### src/rtl/fpu_buffer_dma.sv
// Buffer DMA responder for the FPU controller: empties a write buffer to memory
// and fills a read buffer from memory, stalling the controller while busy.
module fpu_buffer_dma #(
  parameter int unsigned COL_WIDTH        = 10,
  parameter int unsigned MEM_BUFFER_WIDTH = 512,
  parameter int unsigned MAX_OUTSTANDING  = 4
) (
  input  logic                                clk,
  input  logic                                rst,
  input  logic                                req_valid,
  input  logic                                req_read,
  input  logic                                req_write,
  input  logic                                req_buf_sel,
  input  logic [31:0]                         req_read_address,
  input  logic [31:0]                         req_write_address,
  input  logic [$clog2(MEM_BUFFER_WIDTH):0]   req_width,
  input  logic [$clog2(COL_WIDTH):0]          req_height,
  input  logic [31:0]                         in_stride,
  input  logic [31:0]                         out_stride,
  output logic                                busy,
  output logic                                done,
  output logic                                rbuf_wr_en,
  output logic                                rbuf_sel,
  output logic [$clog2(COL_WIDTH)-1:0]        rbuf_row,
  output logic [$clog2(MEM_BUFFER_WIDTH)-1:0] rbuf_col,
  output logic [7:0]                          rbuf_wdata,
  output logic                                wbuf_rd_en,
  output logic                                wbuf_sel,
  output logic [$clog2(COL_WIDTH)-1:0]        wbuf_row,
  output logic [$clog2(MEM_BUFFER_WIDTH)-1:0] wbuf_col,
  input  logic [7:0]                          wbuf_rdata,
  output logic [31:0]                         mem_addr,
  output logic                                mem_rd,
  output logic                                mem_wr,
  output logic [7:0]                          mem_wdata,
  input  logic                                mem_ready,
  input  logic [7:0]                          mem_rdata,
  input  logic                                mem_rvalid
);

  localparam int unsigned RW = $clog2(COL_WIDTH);
  localparam int unsigned CW = $clog2(MEM_BUFFER_WIDTH);
  localparam int unsigned WW = CW + 1;
  localparam int unsigned HW = RW + 1;
  localparam int unsigned OW = $clog2(MAX_OUTSTANDING + 1);

  localparam logic [1:0] S_IDLE  = 2'd0;
  localparam logic [1:0] S_EMPTY = 2'd1;
  localparam logic [1:0] S_FILL  = 2'd2;
  localparam logic [1:0] S_DONE  = 2'd3;

  logic [1:0]    state_q, state_d;
  logic          rd_flag_q, sel_q;
  logic [WW-1:0] width_q;
  logic [HW-1:0] height_q;
  logic [31:0]   in_stride_q, out_stride_q;

  // Empty side: wbuf read issue counters plus a one-entry command holding register
  logic [RW-1:0] wr_row_q;
  logic [CW-1:0] wr_col_q;
  logic [31:0]   wr_base_q;
  logic          wr_all_q;
  logic          cmd_valid_q, cmd_fresh_q;
  logic [31:0]   cmd_addr_q;
  logic [7:0]    cmd_data_q;

  // Fill side: independent issue and response counters
  logic [RW-1:0] fi_row_q, fr_row_q;
  logic [CW-1:0] fi_col_q, fr_col_q;
  logic [31:0]   fi_base_q;
  logic          fi_all_q;
  logic [OW-1:0] outst_q;

  logic          accept_c, in_empty_c, in_fill_c;
  logic          wr_issue_c, wr_drain_c, wr_last_col_c, wr_last_row_c, empty_end_c;
  logic          rd_issue_c, rsp_c, fi_last_col_c, fi_last_row_c, fill_end_c;
  logic [WW-1:0] w_clamp_c;
  logic [HW-1:0] h_clamp_c;

  assign accept_c   = (state_q == S_IDLE) && req_valid && (req_read || req_write);
  assign in_empty_c = (state_q == S_EMPTY);
  assign in_fill_c  = (state_q == S_FILL);
  assign w_clamp_c  = (req_width > WW'(MEM_BUFFER_WIDTH)) ? WW'(MEM_BUFFER_WIDTH) : req_width;
  assign h_clamp_c  = (req_height > HW'(COL_WIDTH)) ? HW'(COL_WIDTH) : req_height;

  // A new wbuf read may only start when the holding register is free or draining
  assign wr_issue_c    = in_empty_c && !wr_all_q && (!cmd_valid_q || mem_ready);
  assign wr_drain_c    = in_empty_c && cmd_valid_q && mem_ready;
  assign wr_last_col_c = (WW'(wr_col_q) + WW'(1)) == width_q;
  assign wr_last_row_c = (HW'(wr_row_q) + HW'(1)) == height_q;
  assign empty_end_c   = in_empty_c && wr_all_q && (!cmd_valid_q || mem_ready);

  assign mem_rd        = in_fill_c && !fi_all_q && (outst_q < OW'(MAX_OUTSTANDING));
  assign rd_issue_c    = mem_rd && mem_ready;
  assign rsp_c         = in_fill_c && mem_rvalid;
  assign fi_last_col_c = fi_col_q == CW'(MEM_BUFFER_WIDTH - 1);
  assign fi_last_row_c = fi_row_q == RW'(COL_WIDTH - 1);
  assign fill_end_c    = rsp_c && (fr_row_q == RW'(COL_WIDTH - 1)) &&
                         (fr_col_q == CW'(MEM_BUFFER_WIDTH - 1));

  assign mem_wr     = in_empty_c && cmd_valid_q;
  assign mem_wdata  = mem_wr ? (cmd_fresh_q ? wbuf_rdata : cmd_data_q) : 8'd0;
  assign mem_addr   = mem_wr ? cmd_addr_q : (mem_rd ? fi_base_q + 32'(fi_col_q) : 32'd0);
  assign wbuf_rd_en = wr_issue_c;
  assign wbuf_row   = wr_row_q;
  assign wbuf_col   = wr_col_q;
  assign wbuf_sel   = sel_q;
  assign rbuf_wr_en = rsp_c;
  assign rbuf_wdata = rsp_c ? mem_rdata : 8'd0;
  assign rbuf_row   = fr_row_q;
  assign rbuf_col   = fr_col_q;
  assign rbuf_sel   = sel_q;

  always_ff @(posedge clk) begin
    if (rst) state_q <= S_IDLE;
    else     state_q <= state_d;
  end

  always_comb begin
    state_d = state_q;
    busy    = 1'b0;
    done    = 1'b0;
    case (state_q)
      S_IDLE:  if (accept_c) state_d = req_write ? S_EMPTY : S_FILL;
      S_EMPTY: begin
        busy = 1'b1;
        if (empty_end_c) state_d = rd_flag_q ? S_FILL : S_DONE;
      end
      S_FILL: begin
        busy = 1'b1;
        if (fill_end_c) state_d = S_DONE;
      end
      S_DONE: begin
        busy    = 1'b1;
        done    = 1'b1;
        state_d = S_IDLE;
      end
      default: state_d = S_IDLE;
    endcase
  end

  always_ff @(posedge clk) begin
    if (rst) begin
      rd_flag_q <= 1'b0; sel_q <= 1'b0; width_q <= '0; height_q <= '0;
      in_stride_q <= '0; out_stride_q <= '0;
      wr_row_q <= '0; wr_col_q <= '0; wr_base_q <= '0; wr_all_q <= 1'b0;
      cmd_valid_q <= 1'b0; cmd_fresh_q <= 1'b0; cmd_addr_q <= '0; cmd_data_q <= '0;
      fi_row_q <= '0; fi_col_q <= '0; fi_base_q <= '0; fi_all_q <= 1'b0;
      fr_row_q <= '0; fr_col_q <= '0; outst_q <= '0;
    end else begin
      if (accept_c) begin
        rd_flag_q    <= req_read;
        sel_q        <= req_buf_sel;
        width_q      <= w_clamp_c;
        height_q     <= h_clamp_c;
        in_stride_q  <= in_stride;
        out_stride_q <= out_stride;
        wr_row_q     <= '0;
        wr_col_q     <= '0;
        wr_base_q    <= req_write_address;
        wr_all_q     <= (w_clamp_c == '0) || (h_clamp_c == '0);
        cmd_valid_q  <= 1'b0;
        cmd_fresh_q  <= 1'b0;
        fi_row_q     <= '0;
        fi_col_q     <= '0;
        fi_base_q    <= req_read_address;
        fi_all_q     <= 1'b0;
        fr_row_q     <= '0;
        fr_col_q     <= '0;
        outst_q      <= '0;
      end

      if (wr_issue_c) begin
        cmd_valid_q <= 1'b1;
        cmd_fresh_q <= 1'b1;
        cmd_addr_q  <= wr_base_q + 32'(wr_col_q);
        if (wr_last_col_c) begin
          wr_col_q <= '0;
          if (wr_last_row_c) wr_all_q <= 1'b1;
          else begin
            wr_row_q  <= wr_row_q + RW'(1);
            wr_base_q <= wr_base_q + out_stride_q;
          end
        end else begin
          wr_col_q <= wr_col_q + CW'(1);
        end
      end else if (wr_drain_c) begin
        cmd_valid_q <= 1'b0;
        cmd_fresh_q <= 1'b0;
      end else if (in_empty_c && cmd_valid_q && cmd_fresh_q) begin
        // Stalled command: keep the byte, the buffer read port may move on
        cmd_data_q  <= wbuf_rdata;
        cmd_fresh_q <= 1'b0;
      end

      if (rd_issue_c) begin
        if (fi_last_col_c) begin
          fi_col_q <= '0;
          if (fi_last_row_c) fi_all_q <= 1'b1;
          else begin
            fi_row_q  <= fi_row_q + RW'(1);
            fi_base_q <= fi_base_q + in_stride_q;
          end
        end else begin
          fi_col_q <= fi_col_q + CW'(1);
        end
      end

      if (rsp_c) begin
        if (fi_last_col_c && 1'b0) fr_col_q <= '0;
        if (fr_col_q == CW'(MEM_BUFFER_WIDTH - 1)) begin
          fr_col_q <= '0;
          fr_row_q <= (fr_row_q == RW'(COL_WIDTH - 1)) ? '0 : fr_row_q + RW'(1);
        end else begin
          fr_col_q <= fr_col_q + CW'(1);
        end
      end

      if (rd_issue_c && !rsp_c)      outst_q <= outst_q + OW'(1);
      else if (!rd_issue_c && rsp_c) outst_q <= outst_q - OW'(1);
    end
  end

endmodule

### config.mk
export PLATFORM = sky130hd
export DESIGN_NAME = fpu_buffer_dma
export DESIGN_NICKNAME = d
export VERILOG_FILES = /design/src/rtl/fpu_buffer_dma.sv
export SDC_FILE = /design/constraint.sdc
export NUM_CORES = 1
export LEC_CHECK = 0
export ABC_AREA = 1
export CORE_MARGIN = 2
export CORE_UTILIZATION = 25
export CTS_BUF_LIST = sky130_fd_sc_hd__clkbuf_2 sky130_fd_sc_hd__clkbuf_4 sky130_fd_sc_hd__clkbuf_8
export DETAILED_ROUTE_END_ITERATION = 6
export GPL_TIMING_DRIVEN = 0
export SETUP_SLACK_MARGIN = 0.1
export SYNTH_ARGS = -nofsm -noshare
export SYNTH_HDL_FRONTEND = slang
export SYNTH_SLANG_ARGS = --single-unit
### constraint.sdc
create_clock -name clk -period 2.5 [get_ports clk]
set_input_delay 0.375 -clock clk [delete_from_list [all_inputs] [get_ports clk]]
set_output_delay 0.375 -clock clk [all_outputs]
set_load 0.02 [all_outputs]
Word-level counts from Yosys, hierarchy flattened:

Cells that the tools add are included.

* output and inout port bits: 82
* word-level logic and storage cells: 149
* input port bits: 167
* register bits after elaboration: 233

* bitwise operators: 2
* $lt $le $gt $ge: 3
* reductions and logical operators: 37
* multiplexer cells: 59
* equality and inequality tests: 12
* $add $sub $neg: 14

Operator list (number)
* 32-bit two-way mux: 10
* 32-bit adder: 2
* 32-bit by 9-bit adder with 32-bit output: 2
* 9-bit two-way mux: 7
* 4-bit two-way mux: 12
* 9-bit by 1-bit adder with 9-bit output, second input constant: 3
* 8-bit two-way mux: 3
* 9-bit == test, second input constant: 2
* 1-bit logical AND: 17
* 1-bit two-way mux: 17
* 4-bit by 1-bit adder with 4-bit output, second input constant: 3
* 9-bit by 1-bit adder with 10-bit output, second input constant: 1
* 10-bit == test: 1
* 10-bit greater-than comparator, second input constant: 1
* 10-bit zero test: 1
* 10-bit two-way mux: 1
* 3-bit two-way mux: 3
* 4-bit == test, second input constant: 2
* 2-bit two-way mux: 4
* 2-bit one-hot mux with 4 select lines: 1
* 3-bit AND reduction: 2
* 2-bit nonzero test: 3
* 3-bit nonzero test: 2
* 4-bit by 1-bit adder with 5-bit output, second input constant: 1
* other kinds (17): 26

Depth between registers and ports, before layout:

Gate-level depths: netlist of the first run.

* depth in word-level cells: 8
* gate-level depth with buffers: 16
* gate-level depth less buffers: 16

Worst setup path before layout of the first run:

No wires, ideal clock.

* path kind: flip-flop to output port
* start: register fi_col_q[2]
* end: output port mem_addr[19]
* arrival time: 2174 ps
* cell stages (with the launch flop): 10
* setup slack: -49 ps
* path buffers: 1
* path through: dfxtp_1 -> ha_1 -> nand2_1 -> o21ai_0 -> inv_1 -> o211ai_1 -> and2_1 -> buf_2 -> a21oi_1 -> o21ai_0

* cells in the longest elaborated chain, start to end: 3

RTL lines
* start: declaration: line 69 `logic [CW-1:0] fi_col_q, fr_col_q;`
* start signal: assignment: line 205 `fi_col_q <= fi_col_q + CW'(1);`
* 32-bit by 9-bit adder with 32-bit output: line 103 `assign mem_addr = mem_wr ? cmd_addr_q : (mem_rd ? fi_base_q + 32'(fi_col_q) : 32'd0);`
* 32-bit two-way mux (2 in series): line 103
* end: declaration: line 32 `output logic [31:0] mem_addr,`

Every way passes these cells.

Worst setup path in the final report of the first run:

* start: register fi_base_q[2]
* end: output port mem_addr[15]

* cells in the longest elaborated chain, start to end: 3

RTL lines
* start: declaration: line 70 `logic [31:0] fi_base_q;`
* start signal: assignment: line 166 `fi_base_q <= req_read_address;`
* start signal: assignment: line 202 `fi_base_q <= fi_base_q + in_stride_q;`
* 32-bit by 9-bit adder with 32-bit output: line 103
* 32-bit two-way mux (2 in series): line 103

Every way passes these cells.

==> results by group, run 1 <==
Worst setup path
  – Worst path max stage delay: between 0.3 and 0.4 ns
  – CP dominant cell by count: buf_6
  – WP buf/inv: 5
  – Crit-path leading delay family: buffers and inverters
  – Worst-path fanout max: 5
  – Critical path capture point type: output pin
  – Crit path launch type: register
  – Setup Crit Path Kind: register to output pin
  – CP required: between 2 and 2.5 ns
  – Critical path arrival: approximately 2.8 ns
  – Worst-path cell chain: ha_4 -> nand2_2 -> o21ai_2 -> inv_2 -> o211ai_1 -> buf_4 -> and2_4 -> buf_8 -> buf_6 -> nor2_2 -> o22ai_2 -> buf_6
  – CP max stage cell: dfxtp_4

Pwr
  – Leakage power: around 10 nW
  – VDD IR max: 0.357 mV
  – Power density cells: ~740 nW/um^2

Route
  – Post-Route WL: 77600 um
  – Residual DRC: 0
  – Via Count: 20000
  – Initial DRT Pass Iterations: 6
  – Routed WL per cell: between 15 and 20 um
  – Routed Antenna Nets: 0
  – DRT iter0 DRCs: 1667
  – Routed vias/inst: about 5

STA
  – Fin. max-slew vios: 0
  – Setup TNS: -15.69 ns
  – Fin crit period: between 3 and 4 ns
  – Setup ws final: -0.644 ns
  – Rel. slew slack: a little over a third
  – Tightest hold margin: between 0.2 and 0.3 ns
  – RSZ-0062 raised after global routing: yes
  – Period utilization: 126%
  – Fmax: 0.318 GHz
  – Final setup vio count: 31
  – Worst Tran Pin Value: approximately 0.96 ns
  – Final hold violation count: 0
  – Setup Skew: 0.0450 ns

Global route
  – Global-route wire length before repair: approximately 120000 um
  – Initial antenna violation count: 1
  – Met3 Use GR: between 3 and 4%
  – Total grt overflow: 0
  – Gr usage total: a little over a fifth
  – Vias in the first global route: around 19000
  – Grt peak-use layer: met2
  – Met2 Usage GRT: 35.9%
  – M1 GR Usage: 27.9%
  – Largest net degree at the start of global routing: 13

Logic synthesis
  – Yosys cell types: 52
  – Async set-or-reset flop fraction in the synthesized netlist: 0%
  – Synth Warn #: 0
  – Yosys reg bits: roughly 230
  – Area leader, netlist: dfxtp_1
  – EDFF count, synth: 0
  – Area share of the largest cell type after synthesis: between 20% and 30%
  – Top cells by area, synth: dfxtp_1 (27%), nand2_1 (16%), nor2_1 (9.8%)
  – Synthesized area: 17000 um^2
  – Synth Flop Type: dfxtp_1
  – Net count after synthesis: 3056
  – Post-synthesis sequential area ratio: 27.5%
  – Post-Syn Instances: 2790
  – Mean Syn Cell Area: ~6.1 um^2

Worst hold path
  – Hold Path Class: primary input to register

Die
  – Core Rows: 95
  – Die ar.: 70000 um^2
  – Placeable Area: approximately 67000 um^2
  – Die Y: between 200 and 300 um
  – I/O pin cnt: between 200 and 250
  – Die Span X: ~260 um
  – Starting Density: about a quarter

Placed design
  – Port-buffer cells: approximately 250
  – Gpl congestion: around 0.98
  – Final HPWL from detailed placement: a little over 60000 um

Final layout
  – Fillers: just over 7000
  – Most frequent cells in the layout: nand2_1 (670), nor2_1 (415), inv_1 (305), o21ai_0 (199), clkdlybuf4s50_1 (195)
  – ANT cells: 0
  – Nets@finish: 3417
  – Post-layout util: between 30% and 40%
  – Most common cell after layout, fill and taps aside: nand2_1
  – Layout area overhead: 38.6%
  – Share of cells above drive strength 1: between 10% and 20%

Clock network
  – Clock Latency Late Sink: between 0.6 and 0.7 ns
  – Reg clk slew, reported paths: about 0.050 ns
  – H-Tree Depth: 2
  – CTS Root Cell: clkbuf_8
  – CTS Buf Count: 46
  – Buffer depth of the longest clock path: 3
  – Hold_buf cts: 0
  – CTS tree: yes
  – Clock Sink Count: around 230

Job
  – Max-cap violations: 0

Run status
  – Failing checks: negative setup slack
  – Status: finished, violations left
## what timing repair did
action | CTS | global route
gates resized for setup | 519 | 211
endpoints found under the setup margin | 256 | 231
cloned | 1 | 0
pin swaps | 46 | 65
setup buffers | 39 | 26
## metal layers
layer  vias to the layer above  wire length [um]
met5                         -                 0
met4                         0              2830
met3                       143              5500
met2                       809             35900
met1                      9224             33300
li1                       9872                 -
## kinds of logic (layout without fill, tap and decap cells)
group                      after synthesis  count (layout)  synth area share (%)
and+or+nand+nor                       1453            1453                  35.3
AOI/OAI and AO/OA                      530             530                  17.1
buffers and inverters                  414             806                  9.40
DFF                                    233             233                  27.5
adders and majority gates               99              99                  7.48
xor gates and xnor gates                51              51                  2.63
muxes                                   10              10                 0.590
## metrics by stage
step           area [um^2]  setup slack (ns)  power [mW]  cells
3_5_place_dp         20500             -1.36        11.7   3910
4_1_cts              22800            -0.642        16.9   4029
5_1_grt              23500            -0.717        18.3   4055
6_report             23500            -0.644        17.3   4055
2_1_floorplan        17000             0.104        9.12   2790
3_3_place_gp         20500             -1.35        11.7   3910
## synthesized netlist by cell type (8+ instances only)
library cell and n:
o21ai_0 234, a31oi_1 10, o22ai_1 11, a21o_1 8, nor4_1 8, xnor2_1 14
ha_1 95, or2_2 8, a21oi_1 201, o21bai_1 8, inv_1 320, nor3_1 41
nand3_1 160, a211oi_1 11, buf_2 8, o211ai_1 17, mux2i_1 10, nor2_1 443
nand2_1 713, xor2_1 37, nand4_1 55, clkbuf_1 70, dfxtp_1 233
## power breakdown
part	switching (mW)	total, mW	internal [mW]
clock	1.87	4.47	2.60
combinational	4.81	7.57	2.76
sequential	0.801	5.25	4.45
total	7.48	17.3	9.81
## registers in the layout, indices dropped and copies added (netlist names)
signal        count
fi_row_q          4
out_stride_q     32
cmd_valid_q       1
wbuf_row          4
fi_all_q          1
rd_flag_q         1
cmd_fresh_q       1
wr_base_q        32
width_q          10
wr_all_q          1
wbuf_col          9
rbuf_col          9
rbuf_sel          1
rbuf_row          4
state_q           2
cmd_addr_q       32
outst_q           3
cmd_data_q        8
fi_col_q          9
fi_base_q        32
height_q          5
in_stride_q      32
## worst reg2reg max path: cells and delay by family, from the launching register on
family	cells	cell delay, ns
and+or+nand+nor	8	0.97
adders and majority gates	2	0.45
DFF	1	0.40
buffers and inverters	4	0.46
## cell type report
class | count | area [um^2] | share of cell area (%)
multi-input combinational | 2143 | 11800 | 50.0
sequential | 233 | 4760 | 20.3
timing repair buffer | 313 | 3040 | 12.9
inverter | 324 | 1250 | 5.34
tap | 873 | 1090 | 4.65
clock buffer | 72 | 903 | 3.84
buffer | 90 | 568 | 2.42
clock inverter | 7 | 123 | 0.521
## final timing paths
| check | startpoint | to | slack (ns) | cells after the start |
|---|---|---|---|---|
| worst max-delay path | fi_base_q[2]$_SDFF_PP0_ | mem_addr[15] | -0.64 | 12 |
| worst min-delay path | req_read_address[1] | fi_base_q[1]$_SDFF_PP0_ | 0.30 | 3 |
| worst max register to register | fi_col_q[1]$_SDFFE_PP0P_ | fi_base_q[22]$_SDFF_PP0_ | 0.16 | 14 |
| worst min register to register | fi_all_q$_SDFF_PP0_ | fi_all_q$_SDFF_PP0_ | 0.47 | 2 |
No activity file was read; power rests on OpenSTA's default activity.
==> run 2: changes to the inputs <==
--- a/config.mk
+++ b/config.mk
@@ -6,6 +6,7 @@
 export NUM_CORES = 1
 export LEC_CHECK = 0
 export ABC_AREA = 1
+export ABC_CLOCK_PERIOD_IN_PS = 2500
 export CORE_MARGIN = 2
 export CORE_UTILIZATION = 25
 export CTS_BUF_LIST = sky130_fd_sc_hd__clkbuf_2 sky130_fd_sc_hd__clkbuf_4 sky130_fd_sc_hd__clkbuf_8
==> results of run 2 <==
No change in the layout: final DEF, timing and power equal those of run 1.
==> run 3: changes to the inputs <==
--- a/config.mk
+++ b/config.mk
@@ -11,8 +11,8 @@
 export CORE_UTILIZATION = 25
 export CTS_BUF_LIST = sky130_fd_sc_hd__clkbuf_2 sky130_fd_sc_hd__clkbuf_4 sky130_fd_sc_hd__clkbuf_8
 export DETAILED_ROUTE_END_ITERATION = 6
-export GPL_TIMING_DRIVEN = 0
 export SETUP_SLACK_MARGIN = 0.1
+export SLEW_MARGIN = 20
 export SYNTH_ARGS = -nofsm -noshare
 export SYNTH_HDL_FRONTEND = slang
 export SYNTH_SLANG_ARGS = --single-unit
==> constraint.sdc (replaced) <==
create_clock -name clk -period 2.5 [get_ports clk]
set_input_delay 0.75 -clock clk [delete_from_list [all_inputs] [get_ports clk]]
set_output_delay 0.75 -clock clk [all_outputs]
set_load 0.02 [all_outputs]
==> run 3 against run 2 <==
Against the previous run: critical endpoint is now mem_addr[27]; critical path depth is the same; first-iteration DRC count down 21%; largest power group unchanged; the flow still finishes with violations (negative setup slack); non-clock buffer count rose by 153.
==> results by group, run 3 (same netlist as run 1, synthesis figures left out) <==
Job
  – Max-cap violations: 0

Final layout
  – Multi-input logic area: roughly 12000 um^2
  – Most common cell after layout, fill and taps aside: nand2_1
  – Most frequent cells in the layout: nand2_1 (667), nor2_1 (403), inv_1 (308), buf_4 (231), dfxtp_1 (202)
  – Register area: approximately 4700 um^2
  – Post-route insts no fill: 4214
  – Layout area overhead: 50.8%
  – Nets@finish: ~3600
  – Fillers: between 7000 and 8000
  – Share of cells above drive strength 1: between 20% and 30%
  – Post-layout util: a little under two fifths

Route
  – DRT iter0 DRCs: between 1000 and 1500
  – Routed Antenna Nets: 0
  – Routed WL per cell: approximately 17 um
  – Residual DRC: 0
  – Initial DRT Pass Iterations: 5
  – Routed vias/inst: 4.73
  – Post-Route WL: 70700 um
  – Via Count: between 15000 and 20000

Die
  – Die ar.: approximately 70000 um^2
  – Core Rows: 95
  – Die Y: approximately 260 um
  – I/O pin cnt: ~250
  – Placeable Area: ~67000 um^2
  – Die Span X: roughly 260 um
  – Starting Density: between 20% and 30%

Worst setup path
  – Worst path max stage delay: 0.34 ns
  – Crit. Startpoint: fi_base_q[2]$_SDFF_PP0_
  – Critical path arrival: 2.68 ns
  – Worst-path fanout max: 4
  – WP buf/inv: 4
  – R2R cell count: 11
  – Worst-path cell chain: ha_4 -> nand2_2 -> o21ai_2 -> inv_2 -> o211ai_1 -> buf_4 -> and2_4 -> buf_6 -> nand3_2 -> o21ai_2 -> nand2_2 -> buf_6
  – CP required: 1.75 ns
  – Critical R2R Launch: fi_base_q[16]$_SDFF_PP0_
  – CP max stage cell: dfxtp_2
  – Crit path launch type: register
  – Setup Crit Path Kind: register to output pin
  – Critical path capture point type: output pin
  – Crit. path cell count: 12
  – Crit-path leading delay family: compound AO/OA/AOI/OAI gates

Pwr
  – Clock share of power: ~26%
  – Switching portion of total power: roughly two fifths
  – Leakage power: approximately 12 nW
  – Logic pwr share: roughly 46%
  – P_int: between 10 and 15 mW
  – Sw power: ~7.3 mW
  – Power density cells: around 700 nW/um^2
  – Seq pwr share: approximately 28%
  – VDD IR max: around 0.35 mV

Run status
  – Failing checks: negative setup slack
  – Status: finished, violations left

STA
  – Worst Tran Pin Value: 0.647 ns
  – Setup Skew: roughly 0.023 ns
  – Setup ws final: -0.925 ns
  – Fin crit period: ~3.4 ns
  – Final hold violation count: 0
  – Fmax: just under 0.3 GHz
  – Rel. slew slack: 56.7%
  – Fin. max-slew vios: 0
  – Period utilization: 137%
  – RSZ-0062 raised after global routing: yes
  – Final setup vio count: between 40 and 50

Global route
  – Total grt overflow: 0
  – Gr usage total: slightly below 20%
  – Vias in the first global route: about 19000
  – Largest net degree at the start of global routing: 90
  – Global-route wire length before repair: around 110000 um
  – Initial antenna violation count: 1

Placed design
  – Place WS: -0.799 ns
  – Port-buffer cells: 248
  – Final HPWL from detailed placement: roughly 54000 um
  – Placed Cells: a little over 4000
  – Gpl congestion: 0.972

Worst hold path
  – Min-delay src: height_q[4]$_SDFFE_PP0P_
  – Hold Path Class: register to register
  – Hold depth: 2

Clock network
  – Clock Latency Late Sink: about 0.63 ns
  – Reg clk slew, reported paths: 0.06 ns
  – CTS Root Cell: clkbuf_8
  – Clock Sink Count: 233
  – CTS tree: yes
  – Hold_buf cts: 0
  – Buffer depth of the longest clock path: 3
  – CTS Buf Count: 48
  – H-Tree Depth: 2
run 3: cell count changes in the layout (fill, tap and decap cells not counted), sizes merged:
cell / change
clkbuf: -68
bufinv: +1
clkinv: +8
diode: +1
inv: -2
nand2: +1
clkdlybuf4s50: -32
clkdlybuf4s15: -3
buf: +224
dlymetal6s2s: +3
clkinvlp: +1
dlygate4sd2: +25
run 3: final cells by class:
| cell class | count | share of cell area, % |
|---|---|---|
| clock inverter | 15 | 0.792 |
| timing repair buffer | 556 | 21.2 |
| tap | 873 | 4.27 |
| clock buffer | 68 | 3.39 |
| sequential | 233 | 18.4 |
| antenna | 1 | 0.00978 |
| inverter | 324 | 4.91 |
| multi-input combinational | 2144 | 47.0 |
run 3: what timing repair did:
item / CTS / global route
setup endpoints to repair: 124 / 133
gates resized for setup: 491 / 168
pin swaps: 49 / 54
cloned: 3 / 4
setup buffers: 45 / 21
run 3: worst min-delay path: stages (launching register included):
cell and delay (ns):
dfxtp_1 0.31, inv_1 0.06, nor3_1 0.05
run 3: worst paths after layout:
| check | slack (ns) | to |
|---|---|---|
| hold / removal | 0.46 | height_q[4]$_SDFFE_PP0P_ |
| setup reg to reg | 0.15 | fi_base_q[19]$_SDFF_PP0_ |
| hold reg to reg | 0.46 | height_q[4]$_SDFFE_PP0P_ |
| setup / recovery | -0.93 | mem_addr[27] |
run 3: through the flow:
step | hold slack (ns) | total power, mW | TNS (ns) | instance area, um^2
after floorplan | 0.430 | 9.28 | 0 | 17300
after detailed placement | 0.455 | 12.3 | -58.75 | 22600
final | 0.461 | 18.0 | -25.29 | 25600
after CTS | 0.464 | 17.8 | -27.00 | 24900
after global placement | 0.457 | 12.3 | -58.86 | 22600
after global routing | 0.488 | 19.2 | -29.55 | 25600
run 3: power groups by stage:
stage               Combinational (mW)  Clock (mW)  Sequential (mW)
floorplan                         4.38           0             4.90
global placement                  7.19           0             5.09
detailed placement                7.21           0             5.09
CTS                               7.96        4.77             5.05
global route                      9.13        4.93             5.16
finish                            8.28        4.63             5.07
run 3: routing by layer:
metal | vias to the layer above | global-route usage [%] | part of all wire, %
li1 | 10200 | - | -
met1 | 9136 | 25.1 | 45
met2 | 492 | 32.9 | 46
met3 | 125 | 2.71 | 4.9
met4 | 0 | 6.96 | 3.4
met5 | - | 0 | 0
